<file path="src/rtl/seg7_pkg.sv">
// ============================================================================
// Module      : seg7_pkg
// Description : Digit indices and common-anode hex font for the 7-seg scanner.
// Revision    : 1.0 - initial release
// ============================================================================
`default_nettype none

package seg7_pkg;

  localparam logic [1:0] DIG0 = 2'd0;
  localparam logic [1:0] DIG1 = 2'd1;
  localparam logic [1:0] DIG2 = 2'd2;
  localparam logic [1:0] DIG3 = 2'd3;

  // Active-low segments, bit 0 = CA ... bit 6 = CG
  localparam logic [6:0] SEG_0 = 7'b1000000;
  localparam logic [6:0] SEG_1 = 7'b1111001;
  localparam logic [6:0] SEG_2 = 7'b0100100;
  localparam logic [6:0] SEG_3 = 7'b0110000;
  localparam logic [6:0] SEG_4 = 7'b0011001;
  localparam logic [6:0] SEG_5 = 7'b0010010;
  localparam logic [6:0] SEG_6 = 7'b0000010;
  localparam logic [6:0] SEG_7 = 7'b1111000;
  localparam logic [6:0] SEG_8 = 7'b0000000;
  localparam logic [6:0] SEG_9 = 7'b0010000;
  localparam logic [6:0] SEG_A = 7'b0001000;
  localparam logic [6:0] SEG_B = 7'b0000011;
  localparam logic [6:0] SEG_C = 7'b1000110;
  localparam logic [6:0] SEG_D = 7'b0100001;
  localparam logic [6:0] SEG_E = 7'b0000110;
  localparam logic [6:0] SEG_F = 7'b0001110;

  function automatic logic [6:0] hex_to_seg(input logic [3:0] nib);
    case (nib)
      4'h0:    hex_to_seg = SEG_0;
      4'h1:    hex_to_seg = SEG_1;
      4'h2:    hex_to_seg = SEG_2;
      4'h3:    hex_to_seg = SEG_3;
      4'h4:    hex_to_seg = SEG_4;
      4'h5:    hex_to_seg = SEG_5;
      4'h6:    hex_to_seg = SEG_6;
      4'h7:    hex_to_seg = SEG_7;
      4'h8:    hex_to_seg = SEG_8;
      4'h9:    hex_to_seg = SEG_9;
      4'hA:    hex_to_seg = SEG_A;
      4'hB:    hex_to_seg = SEG_B;
      4'hC:    hex_to_seg = SEG_C;
      4'hD:    hex_to_seg = SEG_D;
      4'hE:    hex_to_seg = SEG_E;
      default: hex_to_seg = SEG_F;
    endcase
  endfunction

endpackage

`default_nettype wire

</file>
<file path="src/rtl/seg7_hex_decoder.sv">
// ============================================================================
// Module      : seg7_hex_decoder
// Description : Combinational nibble to active-low segment pattern.
// Revision    : 1.0 - initial release
// ============================================================================
`default_nettype none

module seg7_hex_decoder
  import seg7_pkg::*;
(
  input  logic [3:0] i_nibble,
  output logic [6:0] o_seg
);

  assign o_seg = hex_to_seg(i_nibble);

endmodule

`default_nettype wire

</file>
<file path="src/rtl/seg7_scan_ctrl.sv">
// ============================================================================
// Module      : seg7_scan_ctrl
// Description : 4-digit 7-seg scanner with shadow/live registers that commit
//               only at frame wrap.
// Revision    : 1.0 - initial release
// ============================================================================
`default_nettype none

module seg7_scan_ctrl
  import seg7_pkg::*;
#(
  parameter int DWELL = 65536
) (
  input  logic        clk,
  input  logic        reset,
  input  logic        load,
  input  logic [15:0] value,
  input  logic [3:0]  dp_mask,
  input  logic [3:0]  blank_mask,
  output logic [3:0]  an,
  output logic [6:0]  seg,
  output logic        dp,
  output logic        pending,
  output logic        frame_done,
  output logic        committed
);

  localparam int CW = (DWELL > 2) ? $clog2(DWELL) : 1;

  logic [CW-1:0] r_cnt;
  logic [1:0]    r_dig;
  logic [15:0]   r_sh_val, r_lv_val;
  logic [3:0]    r_sh_dp, r_lv_dp;
  logic [3:0]    r_sh_blank, r_lv_blank;
  logic          r_pending, r_frame_done, r_committed;

  logic w_adv, w_wrap;
  logic [3:0] w_nibble;

  assign w_adv  = (r_cnt == CW'(DWELL - 1));
  assign w_wrap = w_adv && (r_dig == DIG0);

  always_ff @(posedge clk) begin
    if (reset) begin
      r_cnt        <= '0;
      r_dig        <= DIG3;
      r_sh_val     <= '0;
      r_sh_dp      <= '0;
      r_sh_blank   <= '0;
      r_lv_val     <= '0;
      r_lv_dp      <= '0;
      r_lv_blank   <= '0;
      r_pending    <= 1'b0;
      r_frame_done <= 1'b0;
      r_committed  <= 1'b0;
    end else begin
      r_cnt        <= w_adv ? '0 : r_cnt + 1'b1;
      r_frame_done <= w_wrap;
      r_committed  <= w_wrap && r_pending;
      if (w_adv)
        r_dig <= r_dig - 2'd1;
      // Live takes the pre-edge shadow, so a colliding load lands next frame
      if (w_wrap && r_pending) begin
        r_lv_val   <= r_sh_val;
        r_lv_dp    <= r_sh_dp;
        r_lv_blank <= r_sh_blank;
      end
      if (load) begin
        r_sh_val   <= value;
        r_sh_dp    <= dp_mask;
        r_sh_blank <= blank_mask;
        r_pending  <= 1'b1;
      end else if (w_wrap) begin
        r_pending  <= 1'b0;
      end
    end
  end

  assign w_nibble = r_lv_val[{r_dig, 2'b00} +: 4];

  seg7_hex_decoder u_dec (
    .i_nibble (w_nibble),
    .o_seg    (seg)
  );

  assign an         = r_lv_blank[r_dig] ? 4'b1111 : ~(4'b0001 << r_dig);
  assign dp         = ~r_lv_dp[r_dig];
  assign pending    = r_pending;
  assign frame_done = r_frame_done;
  assign committed  = r_committed;

endmodule

`default_nettype wire

</file>
<file path="config.mk">
export PLATFORM = sky130hd
export DESIGN_NAME = seg7_scan_ctrl
export DESIGN_NICKNAME = d
export VERILOG_FILES = /design/src/rtl/seg7_pkg.sv /design/src/rtl/seg7_hex_decoder.sv /design/src/rtl/seg7_scan_ctrl.sv
export SDC_FILE = /design/constraint.sdc
export NUM_CORES = 1
export LEC_CHECK = 0
export CAP_MARGIN = 20
export CORE_ASPECT_RATIO = 1.4
export CORE_MARGIN = 2
export CORE_UTILIZATION = 59
export DETAILED_ROUTE_END_ITERATION = 6
export GPL_TIMING_DRIVEN = 0
export HOLD_SLACK_MARGIN = 0.03
export PLACE_DENSITY = 0.82
export SETUP_SLACK_MARGIN = 0.05
export SYNTH_ARGS = -nofsm -noshare
export SYNTH_HDL_FRONTEND = slang
export SYNTH_SLANG_ARGS = --single-unit
</file>
<file path="constraint.sdc">
create_clock -name clk -period 6.7 [get_ports clk]
set_clock_uncertainty 0.2 [all_clocks]
set_input_delay 0.67 -clock clk [delete_from_list [all_inputs] [get_ports clk]]
set_output_delay 0.67 -clock clk [all_outputs]
set_load 0.01 [all_outputs]
</file>
* After elaboration in Yosys (flattened, before gate mapping)
Memories as Yosys holds them, arrays and structs flattened.
Index checks and enable logic that the tools add are counted.
** Storage, ports and cells
- Input port bits :: 27
- Register bits :: 69
- Memories kept :: 1
- Memory bits (read-only) :: 112
- Output and inout port bits :: 15
** Operators by class
- $lt $le $gt $ge :: 1
- Mux-type cells :: 7
- Eq/ne operators :: 1
- Shift-type cells :: 2
- Reductions and logical operators :: 5
- Bitwise operators :: 2
- $add $sub $neg :: 2
** Memories
- (no name shown) :: words 16, bits a word 7, rd ports 1, clocked after Yosys merged registers in 0, wr ports 0, line seg7_pkg.sv:34 : case (nib)
** Operator list (count)
- 16-bit by 1-bit adder with 16-bit output, second input constant :: 1
- 16-bit equality test, second input constant :: 1
- 16-bit by 5-bit indexed part select with 4-bit output :: 1
- 1-bit binary-select mux with 2-bit select :: 2
- 1-bit 2-to-1 mux :: 4
- 4-bit 2-to-1 mux :: 1
- 4-bit inverter :: 1
- 1-bit by 2-bit << shifter with 4-bit output, first input constant :: 1
- 2-bit by 3-bit < comparator with 1-bit output, second input constant :: 1
- 1-bit logical AND :: 2
- 2-bit logical NOT :: 1
- 2-bit nonzero test :: 1
- 2-bit OR reduction :: 1
- 2-bit by 1-bit subtractor with 2-bit output, second input constant :: 1
- 1-bit inverter :: 1

* Longest topological paths before layout
- Word-level depth :: 4
- Mapped depth :: 8
- Gate-level depth less buffers :: 6

* Hierarchy
A second synthesis with hierarchy kept.
** Unflattened totals
- Cells, all modules :: 337
- Area, all modules :: 3186.8 um2
** By module, submodules not included
- seg7_scan_ctrl :: instances 1, cells an instance 305, area an instance 2911.5 um2
- seg7_hex_decoder :: instances 1, cells an instance 32, area an instance 275.3 um2

* Worst setup path before layout
OpenSTA, ideal clock, no wires.
- Kind :: reg2out
- From :: register r_dig[0]
- To :: output seg[0]
- Arrival :: 1.824 ns
- Slack :: 4.006 ns
- Stages on the path, launching flop included :: 7
- Cell sequence :: dfxtp_1 buf_4 mux4_2 inv_1 ha_1 inv_1 o31ai_1
** On the way
- Cells in the longest elaborated chain, start to end :: 2
** Ends and longest elaborated chain
- start, declared :: line seg7_scan_ctrl.sv:31 : logic [1:0] r_dig;
- start signal, assigned :: line seg7_scan_ctrl.sv:61 : r_dig <= r_dig - 2'd1;
- 16-bit by 5-bit indexed part select with 4-bit output :: line seg7_scan_ctrl.sv:79 : assign w_nibble = r_lv_val[{r_dig, 2'b00} +: 4];
- memory 16 x 7 bit
- end, declared :: line seg7_scan_ctrl.sv:21 : output logic [6:0] seg,
No other way between the ends.

* Worst setup path in the final report
Same ends and word-level chain as after synthesis.

==> summary.md <==
| Metric | Value |
|---|---|
| Status | complete, no violations |
| Num rows | 31 |
| DR iter-0 viols | 125 |
| LEAKAGE | 1.449 nW |
| Min-delay src | r_sh_blank[2] |
| Final core area utilization | 74.51% |
| Worst R2R Start | r_cnt[0] |
| Die height | 90.79 µm |
| Fillers | 390 |
| Port Buffer Count | 40 |
| Net Sw Power | 0.0001867 W |
| GRT Max-Usage Layer | met2 |
| Critical path's slowest cell | mux4_2 |
| Layout cells sized above 1 | 10.28% |
| Worst-path clk slew | 0.07 ns |
| Most frequent CP cell | inv_1 |
| Area Overhead vs Synth | 21.99% |
| Vias in the first global route | 2,605 |
| Placed insts | 449 |
| Pwr Total | 0.0008424 W |
| Max IR drop VDD | 0.0002976 V |
| Setup TNS | 0 ns |
| Grt met3 use | 6.110% |
| Via density | 5.716 |
| Die Area | 5991 µm² |
| Top delay family on crit path | buffers and inverters |
| Crit-path cells | buf_4 -> mux4_2 -> inv_1 -> ha_1 -> inv_1 -> o31ai_1 -> clkdlybuf4s50_1 |
| Core box area | 5197 µm² |
| Minimum clock period | 3.668 ns |
| FFs w/ async S/R, synth | 0% |
| CTS sink cnt | 69 |
| NumNets Final | 432 |
| Crit. End Element | primary output |
| Worst Path Arrival | 2.80 ns |
| Fin. max-slew vios | 0 |
| Final Hold Vio Count | 0 |
| CTS root buf | clkbuf_8 |
| Initial core utilization | 61.07% |
| Finished Layout Cells | 465 |
| Req. time, crit path | 5.83 ns |
| CTS H-tree depth | 3 |
| Syn_area_per_cell | 9.255 µm² |
| Num ports | 42 |
| Detail Route Antenna Nets | 0 |
| Hold buffers post-CTS | 0 |
| Period utilization | 54.74% |
| Clock Tree Buf Depth | 2 |
| GRT met1 Usage | 28.53% |
| R2R Setup Slk | 4.34 ns |
| Capturing point of the worst reg2reg path | r_lv_val[9] |
| DPL Wire Length | 5.079 mm |
| Synth unique cells | 40 |
| Post-cts gate resize count | 0 |
| CP max FO | 7 |
| GRT met2 Usage | 44.28% |
| CP Buf/Inv Count | 4 |
| Hold Path End | r_lv_blank[2] |
| Die width | 65.99 µm |
| Drt drc | 0 |
| Cell Pwr Density | 217.5 nW/µm² |
| Max transition margin | 63.08% |
| Most common cell after layout, fill and taps aside | dfxtp_1 |
| Synthesized cell area | 3174 µm² |
| Multi-input logic area | 1618 µm² |
| Sequential area share after synthesis | 43.52% |
| GRT Residual Overflow | 0 |
| Per-cell routed wire length | 15.28 µm |
| Gate power share | 5.4% |
| Antenna diode count | 0 |
| Drt total wl | 7.107 mm |
| Total Routing Usage GR | 25.39% |
| Clk pwr share | 43.8% |
| RSZ-0062 raised after global routing | false |
| Top post-synthesis cells by area | dfxtp_1 44%, mux2i_1 7.6%, nand4_1 5.3% |
| DR pass1 iterations | 4 |
| Post-synth EDFFs | 0 |
| Maximum capacitance violations | 0 |
| Clock latency on the worst-skew pair | 0.34 ns |
| Register area | 1381 µm² |
| Vias | 2,658 |
| Worst R2R Path Depth | 7 |
| GP Congestion | 0.8397 |
| Initial antenna violation count | 0 |
| Hold path depth | 2 |
| Highest clock rate | 272.7 MHz |
| Synth Warn # | 0 |
| Crit path kind | reg -> out |
| CTS tree | done |
| Final-report setup violation count | 0 |
| Postcts setup bufs | 0 |
| Global-route wire length before repair | 11.65 mm |
| Worst-Margin Slew | 0.5538 ns |
| HP Class | reg -> reg |
| Seq pwr share | 50.8% |
| Largest net degree at the start of global routing | 13 |
| Yosys top cell area share | 43.52% |
| Net Sw Frac | 22.17% |
| Synth area leader | dfxtp_1 |
| Synth Register Bits | 69 |
| Startpoint types | register |
| TritonCTS Buffers | 9 |
| Most frequent cells in the layout | 69 x dfxtp_1, 40 x nor2_1, 40 x clkdlybuf4s50_1 |
| Top FF cell, synth | dfxtp_1 |
| Mapped Cells | 343 |
| Synth Net Count | 381 |
| P_int | 0.0006556 W |
| CP peak stage delay | 0.60 ns |
[sequential cells by signal, indices dropped and copies added (netlist names), 2 cells and up]
signal,flops
r_sh_dp,4
r_lv_val,16
r_sh_val,16
r_lv_blank,4
r_dig,2
r_lv_dp,4
r_cnt,16
r_sh_blank,4
[synthesized netlist by cell type, types with 5 or more instances]
cell type   n
a21oi_1    28
buf_2       5
clkbuf_1   15
dfxtp_1    69
ha_1       11
inv_1      12
mux2i_1    24
mux4_2      6
nand2_1    12
nand2b_1    7
nand3_1     5
nand4_1    27
nor2_1     40
o21ai_0    19
o21ai_1    10
xnor2_1    10
[how the worst max path moves through the flow]
stage | startpoint | to | cells past startpoint
floorplan | r_dig[0] | seg[0] | 6
global placement | r_dig[0] | seg[0] | 7
detailed placement | r_dig[0] | seg[0] | 7
CTS | r_dig[0] | seg[0] | 7
global route | r_dig[1] | seg[0] | 7
finish | r_dig[0] | seg[0] | 7
[logic make-up (layout without fill, tap and decap cells)]
family | Yosys count | in the layout | synth area share [%]
AND/OR/NAND/NOR | 114 | 114 | 19.31
XOR/XNOR | 13 | 13 | 3.587
multiplexers | 32 | 32 | 12.53
adder cells (fa/ha/maj) | 11 | 11 | 4.336
buffers and inverters | 38 | 94 | 5.518
flip-flops | 69 | 69 | 43.52
AO/OA/AOI/OAI | 66 | 66 | 11.19
[per-layer routing]
layer  vias to the layer above  wire (µm)
li1                       1312          -
met2                        63       3844
met3                        13        253
met4                         0        144
met1                      1270       2865
met5                         -          0
[tightest hold or removal path: stages, from the launching register on]
cell,delay [ns]
dfxtp_1,0.31
nand4_1,0.06
a21oi_1,0.06
[power by group through the flow]
| stage | clock network, W | logic [W] | registers (W) |
|---|---|---|---|
| 6_report | 0.000369 | 0.0000455 | 0.000428 |
| 5_1_grt | 0.000391 | 0.0000504 | 0.000429 |
| 4_1_cts | 0.000374 | 0.0000461 | 0.000428 |
| 3_5_place_dp | 0 | 0.0000459 | 0.000437 |
| 3_3_place_gp | 0 | 0.0000443 | 0.000437 |
| 2_1_floorplan | 0 | 0.0000241 | 0.000435 |
[cell type report]
cell class	instances	share of cell area, %
tap	66	2.132
clock buffer	10	3.296
inverter	12	1.163
multi-input combinational	236	41.78
sequential	69	35.67
clock inverter	6	2.262
timing repair buffer	40	10.34
buffer	26	3.360
[metrics by stage]
stage	hold slack (ns)	cell area (µm²)	setup WS, ns
after floorplan	0.2406	3174	4.006
after global placement	0.2533	3657	3.445
after detailed placement	0.2631	3657	3.401
after CTS	0.2765	3872	3.022
after global routing	0.2912	3872	2.859
final	0.2740	3872	3.032
Power figures use the tool's default switching activity.
